## src/rtl/game_pkg.sv

```systemverilog
// Shared object-slot layout, type codes and scheduler state encoding.
// Every module that decodes gamedata slots imports this package.
package game_pkg;

    // Default slot geometry
    localparam int DATACOUNT = 8;
    localparam int DATALEN   = 44;
    localparam int IDXW      = 3;

    // Field layout inside one slot (LSB first)
    localparam int TYPE_START   = 0;
    localparam int TYPE_LEN     = 4;
    localparam int X_START      = 4;
    localparam int X_LEN        = 10;
    localparam int Y_START      = 14;
    localparam int Y_LEN        = 10;
    localparam int WIDTH_START  = 24;
    localparam int WIDTH_LEN    = 10;
    localparam int HEIGHT_START = 34;
    localparam int HEIGHT_LEN   = 10;

    // Object type codes
    localparam logic [TYPE_LEN-1:0] TYPE_EMPTY   = 4'd0;
    localparam logic [TYPE_LEN-1:0] PLAYER_START = 4'd1;
    localparam logic [TYPE_LEN-1:0] PLAYER_END   = 4'd3;
    localparam logic [TYPE_LEN-1:0] ENEMY_TYPE   = 4'd4;

    // Scheduler states
    typedef enum logic [1:0] {
        IDLE = 2'd0,
        FIND = 2'd1,
        SCAN = 2'd2,
        DONE = 2'd3
    } sched_state_e;

    // Extract the type field of one slot
    function automatic logic [TYPE_LEN-1:0] obj_type(input logic [DATALEN-1:0] slot);
        return slot[TYPE_START +: TYPE_LEN];
    endfunction

    // True when a type code lies in the player range
    function automatic logic is_player(input logic [TYPE_LEN-1:0] t);
        return (t >= PLAYER_START) && (t <= PLAYER_END);
    endfunction

endpackage

```

## src/rtl/collide_pair.sv

```systemverilog
// Combinational axis-aligned overlap test between two object slots.
// Right/bottom edges are formed one bit wider than the field so a box
// near the top of the coordinate range never wraps back to a small value.
// Touching edges count as overlap.
module collide_pair
    import game_pkg::*;
(
    input  logic [DATALEN-1:0] obj_a,
    input  logic [DATALEN-1:0] obj_b,
    output logic               overlap
);

    logic [X_LEN-1:0]      a_x, b_x;
    logic [WIDTH_LEN-1:0]  a_w, b_w;
    logic [Y_LEN-1:0]      a_y, b_y;
    logic [HEIGHT_LEN-1:0] a_h, b_h;

    logic [X_LEN:0] a_x_end, b_x_end;
    logic [Y_LEN:0] a_y_end, b_y_end;
    logic           x_overlap, y_overlap;

    assign a_x = obj_a[X_START      +: X_LEN];
    assign b_x = obj_b[X_START      +: X_LEN];
    assign a_w = obj_a[WIDTH_START  +: WIDTH_LEN];
    assign b_w = obj_b[WIDTH_START  +: WIDTH_LEN];
    assign a_y = obj_a[Y_START      +: Y_LEN];
    assign b_y = obj_b[Y_START      +: Y_LEN];
    assign a_h = obj_a[HEIGHT_START +: HEIGHT_LEN];
    assign b_h = obj_b[HEIGHT_START +: HEIGHT_LEN];

    // Widened edge sums and the per-axis separation test
    always_comb begin
        a_x_end   = {1'b0, a_x} + {1'b0, a_w};
        b_x_end   = {1'b0, b_x} + {1'b0, b_w};
        a_y_end   = {1'b0, a_y} + {1'b0, a_h};
        b_y_end   = {1'b0, b_y} + {1'b0, b_h};
        x_overlap = !((a_x_end < {1'b0, b_x}) || (b_x_end < {1'b0, a_x}));
        y_overlap = !((a_y_end < {1'b0, b_y}) || (b_y_end < {1'b0, a_y}));
        overlap   = x_overlap && y_overlap;
    end

endmodule

```

## src/rtl/collide_scheduler.sv

```systemverilog
// Sequential collision checker: snapshots the object list on start,
// locates the player (last matching slot wins), then walks the enemy
// slots one per cycle through a single shared overlap comparator and
// reports the lowest overlapping enemy with a one-cycle done pulse.
module collide_scheduler
    import game_pkg::*;
#(
    parameter int DATACOUNT = game_pkg::DATACOUNT,
    parameter int DATALEN   = game_pkg::DATALEN,
    parameter int IDXW      = game_pkg::IDXW
) (
    input  logic                          clk,
    input  logic                          reset,
    input  logic                          start,
    input  logic [DATALEN*DATACOUNT-1:0]  gamedata,
    output logic                          busy,
    output logic                          done,
    output logic                          collide,
    output logic [IDXW-1:0]               hit_index,
    output logic                          player_found
);

    localparam logic [IDXW-1:0] LAST_IDX = IDXW'(DATACOUNT - 1);

    sched_state_e                  state_q, state_d;
    logic [DATALEN*DATACOUNT-1:0]  snap_q, snap_d;
    logic [IDXW-1:0]               idx_q, idx_d;
    logic [IDXW-1:0]               player_idx_q, player_idx_d;
    logic                          player_valid_q, player_valid_d;
    logic                          collide_q, collide_d;
    logic [IDXW-1:0]               hit_index_q, hit_index_d;
    logic                          player_found_q, player_found_d;

    logic [DATALEN-1:0] slots [DATACOUNT];
    logic [DATALEN-1:0] cur_slot;
    logic [DATALEN-1:0] player_slot;
    logic               pair_overlap;

    // Unpack the snapshot into addressable slots
    always_comb begin
        for (int i = 0; i < DATACOUNT; i++) begin
            slots[i] = snap_q[i*DATALEN +: DATALEN];
        end
    end

    assign cur_slot    = slots[idx_q];
    assign player_slot = slots[player_idx_q];

    collide_pair u_pair (
        .obj_a   (player_slot),
        .obj_b   (cur_slot),
        .overlap (pair_overlap)
    );

    // Next-state, counter and result logic
    always_comb begin
        // NOTE: every target gets a default first so no path leaves a value
        // unassigned (which would infer a latch); blocking '=' is correct
        // here because this block describes combinational logic.
        state_d        = state_q;
        snap_d         = snap_q;
        idx_d          = idx_q;
        player_idx_d   = player_idx_q;
        player_valid_d = player_valid_q;
        collide_d      = collide_q;
        hit_index_d    = hit_index_q;
        player_found_d = player_found_q;

        case (state_q)
            IDLE: begin
                if (start) begin
                    snap_d         = gamedata;
                    idx_d          = '0;
                    player_valid_d = 1'b0;
                    state_d        = FIND;
                end
            end

            FIND: begin
                if (is_player(obj_type(cur_slot))) begin
                    player_idx_d   = idx_q;
                    player_valid_d = 1'b1;
                end
                if (idx_q == LAST_IDX) begin
                    idx_d = '0;
                    // player_valid_d already includes a match on this last slot
                    if (player_valid_d) begin
                        state_d = SCAN;
                    end else begin
                        state_d        = DONE;
                        collide_d      = 1'b0;
                        hit_index_d    = '0;
                        player_found_d = 1'b0;
                    end
                end else begin
                    idx_d = idx_q + 1'b1;
                end
            end

            SCAN: begin
                if ((obj_type(cur_slot) == ENEMY_TYPE) && pair_overlap) begin
                    state_d        = DONE;
                    collide_d      = 1'b1;
                    hit_index_d    = idx_q;
                    player_found_d = 1'b1;
                end else if (idx_q == LAST_IDX) begin
                    state_d        = DONE;
                    collide_d      = 1'b0;
                    hit_index_d    = '0;
                    player_found_d = 1'b1;
                end else begin
                    idx_d = idx_q + 1'b1;
                end
            end

            DONE: begin
                state_d = IDLE;
            end

            default: begin
                state_d = IDLE;
            end
        endcase
    end

    // State and datapath registers with synchronous reset
    always_ff @(posedge clk) begin
        // NOTE: sequential state uses non-blocking '<=' so all flops update
        // together from values sampled at the same edge.
        if (reset) begin
            state_q        <= IDLE;
            // NOTE: the snapshot is wide but still cleared on reset so a
            // post-reset frame never sees stale objects from before reset.
            snap_q         <= '0;
            idx_q          <= '0;
            player_idx_q   <= '0;
            player_valid_q <= 1'b0;
            collide_q      <= 1'b0;
            hit_index_q    <= '0;
            player_found_q <= 1'b0;
        end else begin
            state_q        <= state_d;
            snap_q         <= snap_d;
            idx_q          <= idx_d;
            player_idx_q   <= player_idx_d;
            player_valid_q <= player_valid_d;
            collide_q      <= collide_d;
            hit_index_q    <= hit_index_d;
            player_found_q <= player_found_d;
        end
    end

    assign busy         = (state_q == FIND) || (state_q == SCAN);
    assign done         = (state_q == DONE);
    assign collide      = collide_q;
    assign hit_index    = hit_index_q;
    assign player_found = player_found_q;

endmodule

```

## config.mk

```make
export PLATFORM = sky130hd
export DESIGN_NAME = collide_scheduler
export DESIGN_NICKNAME = d
export VERILOG_FILES = /design/src/rtl/game_pkg.sv /design/src/rtl/collide_pair.sv /design/src/rtl/collide_scheduler.sv
export SDC_FILE = /design/constraint.sdc
export NUM_CORES = 1
export LEC_CHECK = 0
export ABC_AREA = 0
export BUFFER_PORTS_ARGS = -buffer_cell sky130_fd_sc_hd__buf_2
export CORE_UTILIZATION = 35
export DETAILED_ROUTE_END_ITERATION = 10
export PLACE_DENSITY_LB_ADDON = 0.05
export SLEW_MARGIN = 10
export SYNTH_ARGS = -nofsm -noshare
export SYNTH_HDL_FRONTEND = slang
export SYNTH_SLANG_ARGS = --single-unit
```

## constraint.sdc

```tcl
create_clock -name clk -period 7.2 [get_ports clk]
set_clock_uncertainty 0.15 [all_clocks]
set_input_delay 2.16 -clock clk [delete_from_list [all_inputs] [get_ports clk]]
set_output_delay 2.16 -clock clk [all_outputs]
set_load 0.05 [all_outputs]
```

[Word-level counts from Yosys, hierarchy flattened]
Index checks and enable logic that the tools add are counted.
Storage, ports and cells
  output and inout port bits: 7
  input port bits: 355
  bits in registers: 366
  logic and storage cells: 86
Cells by class
  order comparisons: 8
  muxes and demuxes: 34
  equality and inequality tests: 11
  bitwise logic cells: 2
  reductions and logical operators: 18
  $add $sub $neg: 5
Operators by type and width (number)
  binary-select mux 44 bit (select 3 bit): 2
  two-way mux 44 bit: 4
  adder 10 x 10 -> 11 bit: 4
  less-than comparator 11 x 10 -> 1 bit: 4
  two-way mux 3 bit: 8
  two-way mux 1 bit: 10
  != test 2 bit (second input constant): 5
  one-hot mux 3 bit (3 select lines): 1
  greater-or-equal comparator 4 bit (second input constant): 2
  two-way mux 2 bit: 4
  inverter 3 -> 4 bit: 2
  one-hot mux 2 bit (4 select lines): 1
  AND reduction 4 bit: 2
  one-hot mux 1 bit (2 select lines): 3
  one-hot mux 3 bit (2 select lines): 1
  AND reduction 2 bit: 3
  equality test 2 bit (second input constant): 2
  equality test 4 x 3 -> 1 bit (second input constant): 1
  greater-or-equal comparator 4 x 1 -> 1 bit (second input constant): 1
  <= comparator 4 x 2 -> 1 bit (second input constant): 1
  nonzero test 2 bit: 2
  adder 3 x 1 -> 3 bit (second input constant): 1
  equality test 3 bit (second input constant): 1
  logical AND 1 bit: 3
  other kinds (7): 10

[Logic depth before layout (Yosys ltp)]
  depth after elaboration: 12
  mapped depth: 23
  gate-level depth less buffers: 19

[By module]
Synthesis repeated with hierarchy kept, for this count alone.
Unflattened totals
  cell total of the unflattened synthesis: 2230
  area, all modules: 20240.7 sq um
By module, submodules not included
  collide_scheduler: times used 1, area an instance 17857.1 sq um, cells an instance 1922, seq. area each 7327.0 sq um
  collide_pair: times used 1, area an instance 2383.5 sq um, cells an instance 308, seq. area each 0.0 sq um

[Worst setup path before layout]
Ideal clock, no wire load.
  kind: flip-flop to flip-flop
  start: register player_idx_q[0]
  end: register collide_q, in the netlist collide
  data arrival time: 5.720 ns
  buffers on the path: 4
  clock period less this slack: 5.992 ns
  required time: 6.929 ns
  library setup time: 0.121 ns
  setup slack: 1.208 ns
  stages on the path, launching flop included: 23
  cells stage by stage: dfxtp_1 > buf_2 > buf_1 > clkbuf_1 > clkbuf_1 > mux4_2 > mux2i_1 > inv_1 > ha_1 > a21o_1 > a21oi_1 > o21bai_1 > a21oi_1 > o21ai_0 > a2111oi_0 > nand3b_1 > ha_1 > o211a_1 > a2111o_1 > or3_1 > o2111ai_4 > o311ai_4 > mux2_4
On the way
  cells in the longest elaborated chain, start to end: 12
  elaborated cells between the ends (all ways): 20
  classes of those cells: 2 x add/sub; 4 x order compare; 1 x eq/ne; 5 x mux; 1 x bitwise; 7 x reduce/logical
Ends and longest elaborated chain
  start, declared: line collide_scheduler.sv:28  | logic [IDXW-1:0] player_idx_q, player_idx_d;
  start signal, assigned: line collide_scheduler.sv:145  | player_idx_q <= player_idx_d;
  inverter 3 -> 4 bit (not written as such) *: line collide_scheduler.sv:47  | assign player_slot = slots[player_idx_q];
  binary-select mux 44 bit (select 3 bit) *: line collide_scheduler.sv:47
  two-way mux 44 bit (not written as such) * (2 in series): line collide_scheduler.sv:47
  adder 10 x 10 -> 11 bit, on equally long branches: line collide_pair.sv:33, collide_pair.sv:35
  less-than comparator 11 x 10 -> 1 bit, on equally long branches: line collide_pair.sv:37, collide_pair.sv:38
  logical OR 1 bit, on equally long branches: line collide_pair.sv:37, collide_pair.sv:38
  zero test 1 bit, on equally long branches: line collide_pair.sv:37, collide_pair.sv:38
  logical AND 1 bit *: line collide_pair.sv:39  | overlap = x_overlap && y_overlap;
  logical AND 1 bit *: line collide_scheduler.sv:101  | if ((obj_type(cur_slot) == ENEMY_TYPE) && pair_overlap) begin
  != test 3 bit (no source line) or two-way mux 1 bit (tied branches)
  AND reduction 4 bit (no source line) or one-hot mux 1 bit (2 select lines) (tied branches)
  end signal, assigned: line collide_scheduler.sv:147  | collide_q <= collide_d;
  end, declared: line collide_scheduler.sv:30  | logic collide_q, collide_d;
Every way passes the cells marked *; elsewhere a longest branch is shown, timed or not. The select of a mux whose other input is x is not followed.
A chain may end at the register's enable or synchronous reset.

[Worst setup path after layout]
  start: register idx_q[0]
  end: register collide_q, in the netlist collide
On the way
  cells in the longest elaborated chain, start to end: 12
  elaborated cells between the ends (all ways): 29
  classes of those cells: 2 x add/sub; 6 x order compare; 5 x eq/ne; 7 x mux; 1 x bitwise; 8 x reduce/logical
Ends and longest elaborated chain
  start, declared: line collide_scheduler.sv:27  | logic [IDXW-1:0] idx_q, idx_d;
  start signal, assigned: line collide_scheduler.sv:144  | idx_q <= idx_d;
  inverter 3 -> 4 bit (not written as such): line collide_scheduler.sv:46  | assign cur_slot = slots[idx_q];
  binary-select mux 44 bit (select 3 bit): line collide_scheduler.sv:46
  two-way mux 44 bit (not written as such) (2 in series): line collide_scheduler.sv:46
  adder 10 x 10 -> 11 bit, on equally long branches: line collide_pair.sv:34, collide_pair.sv:36
  less-than comparator 11 x 10 -> 1 bit, on equally long branches: line collide_pair.sv:37, collide_pair.sv:38
  logical OR 1 bit, on equally long branches: line collide_pair.sv:37, collide_pair.sv:38
  zero test 1 bit, on equally long branches: line collide_pair.sv:37, collide_pair.sv:38
  logical AND 1 bit: line collide_pair.sv:39
  logical AND 1 bit: line collide_scheduler.sv:101
  != test 3 bit (no source line) or two-way mux 1 bit (tied branches)
  AND reduction 4 bit (no source line) or one-hot mux 1 bit (2 select lines) (tied branches)
Parallel ways exist; a longest one is shown, timed or not. The select of a mux whose other input is x is not followed.

==> run_results.csv <==
group,metric,value,unit
logic_synthesis,synth_cells,2251,
logic_synthesis,synth.most_common_cell,"nand2_1",
timing,post-route-min-period,6.23,ns
pwr,p_int,4800,uW
finish,drive_gt1_share,27.1,%
pwr,finalPower,7680,uW
detailed_routing,vias_per_cell,5.28,
floorplanning,start_util,35.5,%
pwr,clockPowerShare,28.5,%
clocking,cts_root_buffer,"clkbuf_16",
hold_path,holdCritPathClass,"reg -> reg",
logic_synthesis,yosysUniqueCellTypes,59,
logic_synthesis,yosysTopAreaCell,"dfxtp_1",
finish,area_growth,19.3,%
logic_synthesis,yosysSeqAreaShare,36.5,%
timing,hold_viol,0,
floorplanning,die_area,0.0583,mm^2
timing,slew_headroom,28.4,%
setup_path,crit_required,7.50,ns
timing,max_freq,161,MHz
grt,grt_pass1_wl,103000,um
grt,top_usage_layer,"met2",
setup_path,start_kind,"flip-flop",
timing,setup_viol,0,
pwr,seqPwrFrac,35.7,%
detailed_routing,vias,17400,
job,drv_cap,0,
clocking,h-tree-depth,2,
finish,layout.nets,2959,
logic_synthesis,ys_top_cells_by_count,"nand2_1, a21oi_1, dfxtp_1",
logic_synthesis,postSynthAreaPerCell,8.92,um^2
setup_path,arrival,6.53,ns
logic_synthesis,ys_warn_count,0,
setup_path,worstPathMaxFanout,50,
logic_synthesis,synthArstFlopShare,0,%
logic_synthesis,synth_seq_cells,366,
place,hpwl,52400,um
grt,grt_usage,23.8,%
clocking,cts_buffers,43,
timing,finalMaxSlewViolations,0,
detailed_routing,post_drt_wl_per_cell,21.2,um
clocking,cts_resized,0,
floorplanning,die_w,241,um
setup_path,end_kind,"flip-flop",
detailed_routing,drc,0,
detailed_routing,drt-total-wl,70100,um
clocking,clockBufferDepth,3,
place,io_buffers,361,
pwr,p_per_area,321,mW/mm^2
pwr,netSwitchingFraction,37.4,%
timing,fin_tns_setup,0,ns
floorplanning,fp-row-count,87,
floorplanning,core_area,0.0565,mm^2
grt,use_met3,3.75,%
floorplanning,ioPinCount,362,
detailed_routing,postRouteAntennaNets,0,
pwr,leakagePower,0.00963,uW
logic_synthesis,synth_flop_cell,"dfxtp_1",
clocking,cts.reportedPaths.clkPinSlew,0.06,ns
logic_synthesis,synth_edf_count,0,
grt,grt_pass1_vias,17100,
timing,rsz0062_at_grt,"no",
logic_synthesis,syn-num-nets,2693,
clocking,clock-sinks,366,
clocking,post_cts_buffers,0,
grt,grt-ovfl-total,0,
floorplanning,die_h,241,um
pwr,p_sw,2880,uW
setup_path,path_class,"reg -> reg",
timing,period_share,86.5,%
grt,grt_max_degree,194,
logic_synthesis,synthesis.area,0.0201,mm^2
clocking,cts_hold_buf,0,
detailed_routing,drtIter0Drc,1001,
grt,antenna_found_initial,2,
timing,worst_pin_slew,1.07,ns
grt,met2_usage,40.6,%
clocking,clock_latency,0.57,ns
logic_synthesis,synth_area_leaders,"dfxtp_1, mux4_2, nand2_1, a21oi_1, ha_1",
detailed_routing,dr.pass1.iters,5,
pwr,peakVddDrop,198,uV
run_status,status,"finished clean",
clocking,cts_tree,"yes",
grt,use_met1,30.7,%
finish,diodes,0,
logic_synthesis,synth_top_area_share,36.5,%
place,place_congestion,0.874,
pwr,comb_power_share,35.8,%
[worst max-delay path, stage by stage (launching register included)]
cell and delay [ns]:
dfxtp_4 0.93, buf_4 0.46, mux4_2 0.54, mux2_2 0.31
fa_1 0.46, a211oi_1 0.24, nor2_1 0.11, o31ai_1 0.40
nand2b_1 0.11, a21oi_1 0.18, xnor2_1 0.09, ha_1 0.30
and3_1 0.16, nand2_1 0.07, a221o_1 0.28, o211ai_2 0.11
o2111ai_4 0.30, o311ai_4 0.52, mux2_4 0.33
[cell families after synthesis]
family,Yosys count,synth area share [%]
muxes,257,23.4
buffers and inverters,225,4.28
AOI/OAI and AO/OA,479,13.2
DFF,366,36.5
adders and majority gates,87,5.57
xor gates and xnor gates,24,1.05
and+or+nand+nor,813,16.0
[cells in the final DEF, fill, tap and decap left out, drive strengths merged, types with 4 or more instances in the layout]
cell type,instances
a21oi,393
mux2i,45
ha,83
xnor2,15
clkbuf,61
nor2,25
mux2,47
inv,57
mux4,165
clkinv,12
a211oi,9
nor2b,7
o21a,10
nand4,5
dfxtp,366
o21bai,8
nand2,719
nand3,10
xor2,9
buf,391
fa,4
o21ai,21
nand2b,12
or4b,4
nor3,16
a21o,11
[routing by layer]
layer,wire (um),share of wire (%)
met5,25,0.036
met4,2010,2.9
met3,3370,4.8
met2,34400,49
met1,30300,43
[final timing paths]
kind / start / end / slack, ns / cells past startpoint
hold / removal: snap_q[267] / snap_q[267] / 0.30 / 2
hold reg to reg: snap_q[267] / snap_q[267] / 0.30 / 2
setup / recovery: idx_q[0] / collide / 0.97 / 18
setup reg to reg: idx_q[0] / collide / 0.97 / 18
[power groups by stage]
| stage | clock network, uW | registers [uW] | logic [uW] |
|---|---|---|---|
| global placement | 0 | 2770 | 2730 |
| detailed placement | 0 | 2780 | 2760 |
| finish | 2190 | 2740 | 2750 |
| global route | 2340 | 2790 | 3060 |
| CTS | 2250 | 2740 | 2780 |
| floorplan | 0 | 2610 | 2030 |
[registers in the layout, indices dropped and copies added (netlist names)]
name and count:
snap_q 352, hit_index 3, idx_q 3, player_idx_q 3, state_q 2, collide 1
player_found 1, player_valid_q 1
[stage by stage]
stage	util [%]	instance area [um^2]	setup slack, ns	instances	hold slack (ns)
floorplan	-	20100	1.21	2251	0.283
CTS	42.4	23900	0.874	3306	0.306
global route	42.4	23900	0.514	3306	0.317
finish	42.4	23900	0.970	3306	0.301
detailed placement	39.9	22500	0.865	3228	0.297
global placement	39.9	22500	0.955	3228	0.292
[area by class of cell]
class	instances	area [um^2]
Clock buffer	61	1290
Clock inverter	17	123
Fill cell	5736	32600
Inverter	55	206
Multi-Input combinational cell	1660	11900
Sequential cell	366	7350
Tap cell	756	946
Timing Repair Buffer	391	2130
No activity file was read; power rests on OpenSTA's default activity.
